File: config.mk
export PLATFORM = sky130hd
export DESIGN_NAME = store_size_sequencer
export DESIGN_NICKNAME = d
export VERILOG_FILES = /design/src/rtl/store_size_sequencer.sv
export SDC_FILE = /design/constraint.sdc
export NUM_CORES = 1
export LEC_CHECK = 0
export ABC_CLOCK_PERIOD_IN_PS = 2100
export BUFFER_PORTS_ARGS = -buffer_cell sky130_fd_sc_hd__buf_2
export CAP_MARGIN = 10
export CORE_MARGIN = 3
export CORE_UTILIZATION = 40
export CTS_CLUSTER_DIAMETER = 100
export DETAILED_ROUTE_END_ITERATION = 12
export PLACE_DENSITY = 0.79
export SETUP_SLACK_MARGIN = 0.2
export SKIP_LAST_GASP = 1
export SLEW_MARGIN = 20
export SYNTH_ARGS = -nofsm -noshare
export SYNTH_HDL_FRONTEND = slang
export SYNTH_SLANG_ARGS = --single-unit
File: constraint.sdc
create_clock -name clk -period 2.1 [get_ports clk]
set_input_delay 0.315 -clock clk [delete_from_list [all_inputs] [get_ports clk]]
set_output_delay 0.315 -clock clk [all_outputs]
set_load 0.01 [all_outputs]
File: src/rtl/store_size_sequencer.sv
// Store sequencer in front of a word-wide data memory: sw is a single write,
// sb/sh are read-modify-write with the low byte/halfword replaced.
module store_size_sequencer #(
    parameter int MEM_LATENCY = 1
) (
    input  logic        clk,
    input  logic        reset_n,
    input  logic        req_valid,
    output logic        req_ready,
    input  logic [2:0]  req_size,
    input  logic [31:0] req_addr,
    input  logic [31:0] req_data,
    output logic [31:0] mem_addr,
    output logic        mem_rd,
    output logic        mem_wr,
    output logic [31:0] mem_wdata,
    input  logic [31:0] mem_rdata,
    output logic        done,
    output logic        err
);

    localparam logic [2:0] SIZE_SB = 3'b000;
    localparam logic [2:0] SIZE_SW = 3'b001;
    localparam logic [2:0] SIZE_SH = 3'b010;

    typedef enum logic [2:0] {
        IDLE,
        READ,
        WAIT,
        WRITE,
        ERR
    } state_t;

    state_t      state_q, state_d;
    logic [2:0]  size_q, size_d;
    logic [31:0] data_q, data_d;
    logic [3:0]  cnt_q, cnt_d;
    logic [31:0] mem_addr_q, mem_addr_d;
    logic [31:0] mem_wdata_q, mem_wdata_d;
    logic        mem_rd_q, mem_rd_d;
    logic        mem_wr_q, mem_wr_d;
    logic        done_q, done_d;
    logic        err_q, err_d;
    logic        req_ready_q, req_ready_d;

    // Bits of the old word that survive the merge.
    logic [31:0] keep_mask;
    logic [31:0] merged;

    always_comb begin
        keep_mask = (size_q == SIZE_SB) ? 32'hFFFF_FF00 : 32'hFFFF_0000;
        merged    = (mem_rdata & keep_mask) | (data_q & ~keep_mask);
    end

    always_comb begin
        state_d     = state_q;
        size_d      = size_q;
        data_d      = data_q;
        cnt_d       = cnt_q;
        mem_addr_d  = mem_addr_q;
        mem_wdata_d = mem_wdata_q;
        mem_rd_d    = 1'b0;
        mem_wr_d    = 1'b0;
        done_d      = 1'b0;
        err_d       = 1'b0;

        unique case (state_q)
            IDLE: begin
                if (req_valid) begin
                    size_d     = req_size;
                    data_d     = req_data;
                    mem_addr_d = req_addr;
                    if (req_size == SIZE_SW) begin
                        state_d     = WRITE;
                        mem_wr_d    = 1'b1;
                        done_d      = 1'b1;
                        mem_wdata_d = req_data;
                    end else if (req_size == SIZE_SB || req_size == SIZE_SH) begin
                        state_d  = READ;
                        mem_rd_d = 1'b1;
                    end else begin
                        state_d = ERR;
                        err_d   = 1'b1;
                    end
                end
            end
            READ: begin
                state_d = WAIT;
                cnt_d   = 4'(MEM_LATENCY - 1);
            end
            WAIT: begin
                // Read data is valid in the cycle the counter sits at zero.
                if (cnt_q == 4'd0) begin
                    state_d     = WRITE;
                    mem_wr_d    = 1'b1;
                    done_d      = 1'b1;
                    mem_wdata_d = merged;
                end else begin
                    cnt_d = cnt_q - 4'd1;
                end
            end
            WRITE:   state_d = IDLE;
            ERR:     state_d = IDLE;
            default: state_d = IDLE;
        endcase

        req_ready_d = (state_d == IDLE);
    end

    always_ff @(posedge clk) begin
        if (!reset_n) begin
            state_q     <= IDLE;
            size_q      <= '0;
            data_q      <= '0;
            cnt_q       <= '0;
            mem_addr_q  <= '0;
            mem_wdata_q <= '0;
            mem_rd_q    <= 1'b0;
            mem_wr_q    <= 1'b0;
            done_q      <= 1'b0;
            err_q       <= 1'b0;
            req_ready_q <= 1'b1;
        end else begin
            state_q     <= state_d;
            size_q      <= size_d;
            data_q      <= data_d;
            cnt_q       <= cnt_d;
            mem_addr_q  <= mem_addr_d;
            mem_wdata_q <= mem_wdata_d;
            mem_rd_q    <= mem_rd_d;
            mem_wr_q    <= mem_wr_d;
            done_q      <= done_d;
            err_q       <= err_d;
            req_ready_q <= req_ready_d;
        end
    end

    assign req_ready = req_ready_q;
    assign mem_addr  = mem_addr_q;
    assign mem_rd    = mem_rd_q;
    assign mem_wr    = mem_wr_q;
    assign mem_wdata = mem_wdata_q;
    assign done      = done_q;
    assign err       = err_q;

endmodule

==> results of run 1 <==
## worst register-to-register path, stage by stage (launching register included)
cell,delay (ns)
dfxtp_2,0.38
inv_1,0.08
ha_2,0.17
nor3b_2,0.16
buf_4,0.15
a211o_4,0.35
nor4_4,0.31
mux2i_1,0.21
## worst min path at each step
stage	start	end	slack (ns)	cells past startpoint
after global placement	mem_addr[5]$_SDFFE_PN0P_	mem_addr[5]$_SDFFE_PN0P_	0.45	2
after CTS	req_size[0]	mem_rd$_SDFF_PP0_	0.15	2
after global routing	req_size[0]	mem_rd$_SDFF_PP0_	0.16	2
final	req_size[0]	mem_rd$_SDFF_PP0_	0.18	2
after floorplan	req_size[0]	mem_rd$_SDFF_PP0_	0.39	1
after detailed placement	mem_addr[25]$_SDFFE_PN0P_	mem_addr[25]$_SDFFE_PN0P_	0.45	2
## synth_stat cells
| master | n |
|---|---|
| nand2_1 | 137 |
| dfxtp_1 | 94 |
| a21boi_0 | 53 |
| mux2i_1 | 25 |
| o211a_1 | 24 |
| clkbuf_1 | 16 |
| buf_2 | 11 |
| inv_1 | 11 |
| a21oi_1 | 9 |
| o211ai_1 | 9 |
| o21ai_0 | 8 |
| o22ai_1 | 8 |
| buf_6 | 6 |
| nand2b_1 | 4 |
| buf_4 | 3 |
| nor2_1 | 3 |
| nor2b_1 | 3 |
| nor3b_1 | 3 |
| a2bb2oi_1 | 2 |
| ha_1 | 2 |
| nor3_1 | 2 |
| a211o_1 | 1 |
| a22o_4 | 1 |
| a22oi_1 | 1 |
| and2_1 | 1 |
| clkbuf_4 | 1 |
| nand3b_1 | 1 |
| nor4_2 | 1 |
| nor4b_2 | 1 |
| o31ai_1 | 1 |
| or3_1 | 1 |
| xnor2_1 | 1 |
## per-stage QoR
stage / instance area [µm²] / setup WS, ns / power [W]
detailed placement: 4860 / 0.331 / 0.00314
global route: 5110 / 0.175 / 0.00463
CTS: 5070 / 0.245 / 0.00438
floorplan: 3970 / 0.496 / 0.00276
finish: 5110 / 0.232 / 0.00436
global placement: 4860 / 0.366 / 0.00310
## metal layers
| metal | global-route usage [%] | vias to the layer above |
|---|---|---|
| met3 | 5.63 | 8 |
| met5 | 0 | - |
| met4 | 4.44 | 0 |
| met1 | 18.5 | 1636 |
| met2 | 29.6 | 124 |
| li1 | - | 1789 |
## cells by family after synthesis
| group | count (synthesis) | share of synthesized area (%) |
|---|---|---|
| compound gates | 117 | 22.7 |
| xor+xnor | 1 | 0.221 |
| fa+ha+maj | 2 | 0.630 |
| buf+inv | 48 | 6.40 |
| flops | 94 | 47.4 |
| mux | 25 | 6.31 |
| simple gates | 157 | 16.4 |
## cells in the final DEF, fill, tap and decap left out, drive strengths merged, types with 2 or more instances in the layout
master      n
o211ai      9
nor3b       3
nor3        2
dfxtp      94
o211a      24
a21oi       9
nor2b       3
o22ai       8
o21ai       8
nand2     137
clkinvlp    2
clkbuf     12
ha          2
mux2i      25
a2bb2oi     2
a21boi     53
nor2        3
buf       173
inv        12
nand2b      4
## area by class of cell
cell class / instances / area [µm²]
inverters: 11 / 41.3
repair buffers: 173 / 943
clock buffers: 12 / 155
fillers: 890 / 4350
clock inverters: 4 / 53.8
well taps: 129 / 161
multi-input cells: 302 / 1870
flip-flops and latches: 94 / 1890
## power by group
group	internal (W)	switching [W]
Combinational	0.000472	0.000563
Sequential	0.00198	0.000108
Clock	0.000621	0.000611
Total	0.00307	0.00128
## flip-flops by register name (all words and copies together) (netlist names)
signal / cells
state_q: 3
data_q: 16
req_ready: 1
cnt_q: 4
mem_rd: 1
mem_wdata: 32
done: 1
mem_addr: 32
size_q: 3
err: 1
## what timing repair did
| item | in CTS | in global routing |
|---|---|---|
| hold buffers | 0 | 0 |
| setup buffers | 0 | 2 |
| gates resized for setup | 0 | 8 |
| endpoints found under the setup margin | 0 | 26 |
==> results.sh, run 1 <==
export IMPL_outcome="completed"
export IMPL_cap_viol_max_count=0
export IMPL_dieArea_um2=11200
export IMPL_drive_above_1_share_pct=33.2
export IMPL_period_needed_ns=1.87
export IMPL_synth_top_cell_by_area="dfxtp_1"
export IMPL_grt_pass1_vias=3462
export IMPL_cts_num_sinks=94
export IMPL_row_count=35
export IMPL_worstSetupStartpoint="cnt_q[1]$_SDFFE_PN0P_"
export IMPL_fin_nets=695
export IMPL_synth_cells=444
export IMPL_syn_cell_area_um2=3970
export IMPL_crit_chain="inv_1 > ha_2 > nor3b_2 > buf_4 > a211o_4 > nor4_4 > mux2i_1"
export IMPL_grt_max_degree=61
export IMPL_yosysWarnings=0
export IMPL_seq_area_frac_synth_pct=47.4
export IMPL_stdcell_count=725
export IMPL_slew_headroom_pct=62.6
export IMPL_drt_antenna_violating_nets=0
export IMPL_path_max_fanout=5
export IMPL_slowest_stage="dfxtp_2"
export IMPL_slew_violations=0
export IMPL_cp_slowest_stage_delay_ns=0.38
export IMPL_grt_overflow=0
export IMPL_vias_per_cell=4.91
export IMPL_grt_pass1_wl_um=15400
export IMPL_start_util_pct=42.0
export IMPL_startpoint_type="register"
export IMPL_rrSetupSlack_ns=0.23
export IMPL_wl_met1_um=3920
export IMPL_hold_viol_final=0
export IMPL_io_pins=171
export IMPL_post_synth_num_cell_types=32
export IMPL_drt_first_iter_violations=149
export IMPL_reg2reg_depth=7
export IMPL_worstPathRequired_ns=2.38
export IMPL_cts_tree="built"
export IMPL_clock_latency_ns=0.35
export IMPL_dp_final_hpwl_um=6920
export IMPL_crit_family="simple AND/OR/NAND/NOR gates"
export IMPL_synth_top_area_share_pct=47.4
export IMPL_fin_hold_ws_ns=0.177
export IMPL_design_core_area_um2=9460
export IMPL_portBuffers=162
export IMPL_utilization_pct=54.1
export IMPL_path_depth=7
export IMPL_path_clk_slew_ns=0.09
export IMPL_dr_wl_met2_um=4790
export IMPL_worstSetupPathType="register to register"
export IMPL_critPathArrivalTime_ns=2.15
export IMPL_clock_root_buffer="clkbuf_8"
export IMPL_drc_errors=0
export IMPL_ys_top_cells_by_area="dfxtp_1 (47%), nand2_1 (13%), a21boi_0 (10%)"
export IMPL_ys_seq_elements=94
export IMPL_gp_congestion=0.713
export IMPL_tightestPinTransition_ns=0.556
export IMPL_setup_tns_ns=0
export IMPL_drtPass1Iterations=4
export IMPL_setup_worst_path_end="cnt_q[3]$_SDFFE_PN0P_"
export IMPL_worst_path_buf_inv=2
export IMPL_fmax_mhz=535
export IMPL_clock_path_buffers=2
export IMPL_highest_layer="met4"
export IMPL_finalSetupViolCount=0
export IMPL_num_vias=3557
export IMPL_p_leak_nw=2.53
export IMPL_antenna_found_initial=0
export IMPL_numCtsBuffers=9
export IMPL_h_tree_depth=3
export IMPL_end_kind="register"
export IMPL_syn_to_final_growth_pct=28.8
export IMPL_met3WireLength_um=761
export IMPL_synth_fp_nets=548
export IMPL_hp_class="input pin to register"
export IMPL_placedCellCount=707
export IMPL_r2r_end="cnt_q[3]$_SDFFE_PN0P_"
export IMPL_finalCritPeriodShare_pct=89.0
export IMPL_skew_ns=0.0178
export IMPL_postSynthAreaPerCell_um2=8.94
export IMPL_die_x_um=106
export IMPL_wl_um=9570
export IMPL_track_usage_pct=16.5
export IMPL_reg2reg_from="cnt_q[1]$_SDFFE_PN0P_"
export IMPL_vdd_drop_max_mv=0.394
export IMPL_die_height_um=106
export IMPL_p_per_area_nw_per_um2=852
export IMPL_drt_wirelength_per_cell_um=13.2
export IMPL_n_antenna_cell=0
export IMPL_rsz0062_at_grt="false"
No activity file was read; power rests on OpenSTA's default activity.
==> inputs of run 2 (changes only) <==
- ABC_CLOCK_PERIOD_IN_PS: 2100 -> 1900
- CAP_MARGIN: 10 -> 40
- clock period: 2.1 -> 1.9 ns (I/O delays scaled with it)
==> results.sh, run 2 (same netlist as run 1, synthesis figures left out) <==
export IMPL_wl_um=10100
export IMPL_clock_path_buffers=2
export IMPL_setup_tns_ns=0
export IMPL_skew_ns=0.0122
export IMPL_hold_viol_final=0
export IMPL_portBuffers=162
export IMPL_grt_pass1_wl_um=15800
export IMPL_path_max_fanout=7
export IMPL_track_usage_pct=16.9
export IMPL_h_tree_depth=3
export IMPL_crit_family="compound AO/OA/AOI/OAI gates"
export IMPL_final_cell_mix="buf_2 (162), nand2_1 (137), dfxtp_1 (89)"
export IMPL_drive_above_1_share_pct=34.7
export IMPL_path_depth=7
export IMPL_rsz0062_at_grt="false"
export IMPL_clock_root_buffer="clkbuf_8"
export IMPL_tightestPinTransition_ns=0.687
export IMPL_place_area_um2=4860
export IMPL_cap_viol_max_count=0
export IMPL_n_antenna_cell=0
export IMPL_row_count=35
export IMPL_drt_antenna_violating_nets=0
export IMPL_antenna_found_initial=0
export IMPL_slew_violations=0
export IMPL_gp_congestion=0.732
export IMPL_fmax_mhz=611
export IMPL_grt_max_degree=55
export IMPL_die_x_um=106
export IMPL_grt_pass1_vias=3540
export IMPL_io_pins=171
export IMPL_reg2reg_depth=7
export IMPL_drtPass1Iterations=4
export IMPL_crit_chain="inv_4 > ha_4 > nor3b_4 > a22o_4 > buf_6 > o211ai_1 > o22ai_1"
export IMPL_cts_num_sinks=94
export IMPL_slowest_stage="dfxtp_4"
export IMPL_r2r_end="mem_wdata[12]$_SDFFE_PN0P_"
export IMPL_hold_buffers=0
export IMPL_power_w=0.00488
export IMPL_startpoint_type="register"
export IMPL_design_core_area_um2=9460
export IMPL_period_needed_ns=1.64
export IMPL_finalCritPeriodShare_pct=86.1
export IMPL_slew_headroom_pct=54.1
export IMPL_syn_to_final_growth_pct=32.2
export IMPL_drt_wirelength_per_cell_um=13.8
export IMPL_dp_final_hpwl_um=6780
export IMPL_start_util_pct=42.0
export IMPL_fin_nets=704
export IMPL_fin_area_um2=5250
export IMPL_worstSetupPathType="register to register"
export IMPL_worstPathRequired_ns=2.18
export IMPL_hp_class="input pin to register"
export IMPL_numCtsBuffers=9
export IMPL_end_kind="register"
export IMPL_cts_tree="built"
export IMPL_hp_start="req_size[0]"
export IMPL_path_clk_slew_ns=0.10
export IMPL_reg2reg_from="cnt_q[0]$_SDFFE_PN0P_"
export IMPL_critPathArrivalTime_ns=1.91
export IMPL_die_height_um=106
export IMPL_p_per_area_nw_per_um2=930
export IMPL_worst_path_buf_inv=2
export IMPL_dieArea_um2=11200
export IMPL_hold_end="mem_rd$_SDFF_PP0_"
export IMPL_outcome="completed"
export IMPL_cp_slowest_stage_delay_ns=0.37
export IMPL_whs_path_depth=2
export IMPL_drt_first_iter_violations=149
export IMPL_p_leak_nw=2.59
export IMPL_rrSetupSlack_ns=0.26
export IMPL_grt_overflow=0
export IMPL_drc_errors=0
export IMPL_clock_latency_ns=0.35
export IMPL_finalSetupViolCount=0
export IMPL_num_vias=3641
export IMPL_vias_per_cell=4.96
export IMPL_vdd_drop_max_mv=0.412
export IMPL_final_common_cell="buf_2"
==> run 2: changes by cell type in the layout (fill, tap and decap cells not counted), moves of 2 or more <==
cell / delta
buf_4: +4
dfxtp_1: -3
dfxtp_2: +3
clkbuf_16: +2
nor3b_2: -2
nor3b_4: +2
==> run 2: through the flow <==
stage / hold WS (ns) / util, % / instances / setup WS (ns)
floorplan: 0.362 / - / 444 / 0.296
global placement: 0.447 / 51.4 / 707 / 0.0744
detailed placement: 0.454 / 51.4 / 707 / 0.0504
CTS: 0.124 / 53.7 / 723 / 0.211
global route: 0.139 / 55.5 / 734 / 0.183
finish: 0.139 / 55.5 / 734 / 0.265
==> run 2: repair_timing <==
item	in CTS	in global routing
gates cloned	0	3
setup buffers	0	8
endpoints found under the hold margin	0	0
endpoints found under the setup margin	31	30
pin swaps	0	3
gates resized for setup	3	16
==> run 2: routing by layer <==
layer / wire length, µm / global-route usage, %
met4: 160 / 6.11
met2: 5040 / 30.3
met3: 757 / 5.21
met1: 4160 / 18.9
met5: 0 / 0
==> run 2: worst max path at each step <==
stage                                      from                         end  slack [ns]
after detailed placement  cnt_q[0]$_SDFFE_PN0P_  mem_wdata[21]$_SDFFE_PN0P_        0.05
after global placement    cnt_q[0]$_SDFFE_PN0P_  mem_wdata[16]$_SDFFE_PN0P_        0.07
after floorplan           cnt_q[0]$_SDFFE_PN0P_   mem_wdata[1]$_SDFFE_PN0P_        0.30
final                     cnt_q[0]$_SDFFE_PN0P_  mem_wdata[12]$_SDFFE_PN0P_        0.26
after global routing      cnt_q[0]$_SDFFE_PN0P_  mem_wdata[15]$_SDFFE_PN0P_        0.18
after CTS                 cnt_q[0]$_SDFFE_PN0P_  mem_wdata[21]$_SDFFE_PN0P_        0.21
==> run 2: cell type report <==
class                   instances  area, µm²
repair buffers                181       1050
inverters                      11       43.8
multi-input cells             303       1900
flip-flops and latches         94       1890
fillers                       881       4210
clock inverters                 5       58.8
well taps                     129        161
clock buffers                  11        141
==> run 2: power breakdown <==
group | switching (W) | leakage, nW | internal (W) | total, W
logic | 0.000656 | 1.72 | 0.000575 | 0.00123
clock network | 0.000682 | 0.0955 | 0.000645 | 0.00133
registers | 0.000129 | 0.772 | 0.00219 | 0.00232
==> inputs of run 3 (changes only) <==
- BUFFER_PORTS_ARGS: -buffer_cell sky130_fd_sc_hd__buf_2 -> not set
- DONT_BUFFER_PORTS: not set -> 1
- PLACE_DENSITY: 0.79 -> 0.64
==> results.sh, run 3 (same netlist as run 1, synthesis figures left out) <==
export IMPL_skew_ns=0.0118
export IMPL_cap_viol_max_count=0
export IMPL_slew_headroom_pct=63.5
export IMPL_io_pins=171
export IMPL_outcome="completed"
export IMPL_fin_nets=541
export IMPL_startpoint_type="register"
export IMPL_drt_wirelength_per_cell_um=15.6
export IMPL_final_cell_mix="nand2_1 (137), dfxtp_1 (90), a21boi_0 (53)"
export IMPL_dp_final_hpwl_um=6080
export IMPL_grt_pass1_vias=3002
export IMPL_clock_latency_ns=0.35
export IMPL_p_per_area_nw_per_um2=1020
export IMPL_fin_hold_ws_ns=0.0635
export IMPL_period_needed_ns=1.66
export IMPL_portBuffers=0
export IMPL_fin_area_um2=4360
export IMPL_finalSetupViolCount=0
export IMPL_wl_um=8910
export IMPL_vias_per_cell=5.20
export IMPL_antenna_found_initial=0
export IMPL_final_common_cell="nand2_1"
export IMPL_num_vias=2970
export IMPL_start_util_pct=42.0
export IMPL_hp_class="input pin to register"
export IMPL_gp_congestion=0.719
export IMPL_worst_path_buf_inv=3
export IMPL_reg2reg_depth=8
export IMPL_clock_path_buffers=2
export IMPL_path_max_fanout=4
export IMPL_h_tree_depth=3
export IMPL_hold_end="mem_addr[12]$_SDFFE_PN0P_"
export IMPL_cts_num_sinks=94
export IMPL_worstSetupPathType="register to register"
export IMPL_slowest_stage="dfxtp_2"
export IMPL_critPathArrivalTime_ns=1.90
export IMPL_crit_family="compound AO/OA/AOI/OAI gates"
export IMPL_worstPathRequired_ns=2.14
export IMPL_syn_to_final_growth_pct=9.87
export IMPL_dieArea_um2=11200
export IMPL_slew_violations=0
export IMPL_hold_viol_final=0
export IMPL_p_leak_nw=1.84
export IMPL_grt_overflow=0
export IMPL_fmax_mhz=601
export IMPL_grt_max_degree=99
export IMPL_row_count=35
export IMPL_design_core_area_um2=9460
export IMPL_rsz0062_at_grt="true"
export IMPL_drc_errors=0
export IMPL_fillers=933
export IMPL_r2r_end="cnt_q[2]$_SDFFE_PN0P_"
export IMPL_reg2reg_from="cnt_q[1]$_SDFFE_PN0P_"
export IMPL_die_x_um=106
export IMPL_path_clk_slew_ns=0.09
export IMPL_crit_chain="inv_2 > ha_4 > nor3b_4 > buf_4 > a211o_4 > buf_6 > o211ai_1 > o31ai_1"
export IMPL_drive_above_1_share_pct=10.4
export IMPL_finalCritPeriodShare_pct=87.5
export IMPL_numCtsBuffers=9
export IMPL_whs_path_depth=2
export IMPL_track_usage_pct=15.6
export IMPL_rrSetupSlack_ns=0.24
export IMPL_die_height_um=106
export IMPL_clock_root_buffer="clkbuf_8"
export IMPL_cp_slowest_stage_delay_ns=0.34
export IMPL_tightestPinTransition_ns=0.547
export IMPL_grt_pass1_wl_um=14300
export IMPL_place_area_um2=4050
export IMPL_drt_antenna_violating_nets=0
export IMPL_hp_start="req_addr[12]"
export IMPL_drt_first_iter_violations=115
export IMPL_n_antenna_cell=0
export IMPL_fin_ws_ns=0.237
export IMPL_drtPass1Iterations=6
export IMPL_cts_tree="built"
export IMPL_setup_tns_ns=0
export IMPL_end_kind="register"
export IMPL_place_ws_ns=0.142
export IMPL_vdd_drop_max_mv=0.395
==> run 3: cell types whose count changed in the layout (fill, tap and decap cells not counted), sizes merged <==
| cell | delta |
|---|---|
| bufinv | -1 |
| dlygate4sd3 | +2 |
| clkbuf | -3 |
| clkinvlp | -2 |
| buf | -162 |
| clkinv | +4 |
| a22o | -1 |
==> run 3: cell type report <==
| type | count | area, µm² | share of cell area (%) |
|---|---|---|---|
| flip-flops and latches | 94 | 1890 | 43.3 |
| multi-input cells | 302 | 1890 | 43.4 |
| repair buffers | 19 | 201 | 4.62 |
| well taps | 129 | 161 | 3.70 |
| inverters | 11 | 41.3 | 0.947 |
| clock buffers | 10 | 138 | 3.16 |
| clock inverters | 6 | 37.5 | 0.861 |
==> run 3: how the worst max path moves through the flow <==
stage / cells past startpoint / slack, ns / to / from
3_3_place_gp: 7 / 0.20 / cnt_q[3]$_SDFFE_PN0P_ / cnt_q[0]$_SDFFE_PN0P_
2_1_floorplan: 8 / 0.30 / mem_wdata[1]$_SDFFE_PN0P_ / cnt_q[0]$_SDFFE_PN0P_
6_report: 8 / 0.24 / cnt_q[2]$_SDFFE_PN0P_ / cnt_q[1]$_SDFFE_PN0P_
5_1_grt: 5 / 0.18 / mem_wdata[19]$_SDFFE_PN0P_ / state_q[1]$_SDFF_PN0_
3_5_place_dp: 7 / 0.14 / cnt_q[3]$_SDFFE_PN0P_ / cnt_q[0]$_SDFFE_PN0P_
4_1_cts: 7 / 0.19 / cnt_q[3]$_SDFFE_PN0P_ / cnt_q[1]$_SDFFE_PN0P_
==> run 3: metal layers <==
layer | GRT usage (%) | up-vias | wire [µm]
li1 | - | 1486 | -
met1 | 17.5 | 1369 | 3580
met2 | 26.8 | 106 | 4330
met3 | 6.55 | 9 | 901
met4 | 4.90 | 0 | 98
met5 | 0 | - | 0
==> run 3: what timing repair did <==
item / CTS / global route
pin swaps: 3 / 4
setup buffers: 7 / 1
hold buffers: 2 / 0
gates resized for setup: 11 / 3
endpoints found under the hold margin: 1 / 0
endpoints found under the setup margin: 1 / 16
==> run 3: worst reg2reg max path: stages (launching register included) <==
cell,delay (ns)
dfxtp_2,0.34
inv_2,0.05
ha_4,0.14
nor3b_4,0.14
buf_4,0.15
a211o_4,0.35
buf_6,0.13
o211ai_1,0.16
o31ai_1,0.09
==> run 3: where the power goes <==
group | switching, W | total [W] | internal (W)
Combinational | 0.000422 | 0.000816 | 0.000394
Sequential | 0.000242 | 0.00243 | 0.00219
Clock | 0.000688 | 0.00120 | 0.000508
Total | 0.00135 | 0.00445 | 0.00309
==> run 3: stage by stage <==
step | cells | utilization (%) | total power, W
6_report | 571 | 46.1 | 0.00445
5_1_grt | 571 | 46.1 | 0.00470
4_1_cts | 570 | 45.8 | 0.00450
3_5_place_dp | 545 | 42.8 | 0.00321
3_3_place_gp | 545 | 42.8 | 0.00318
2_1_floorplan | 444 | - | 0.00306
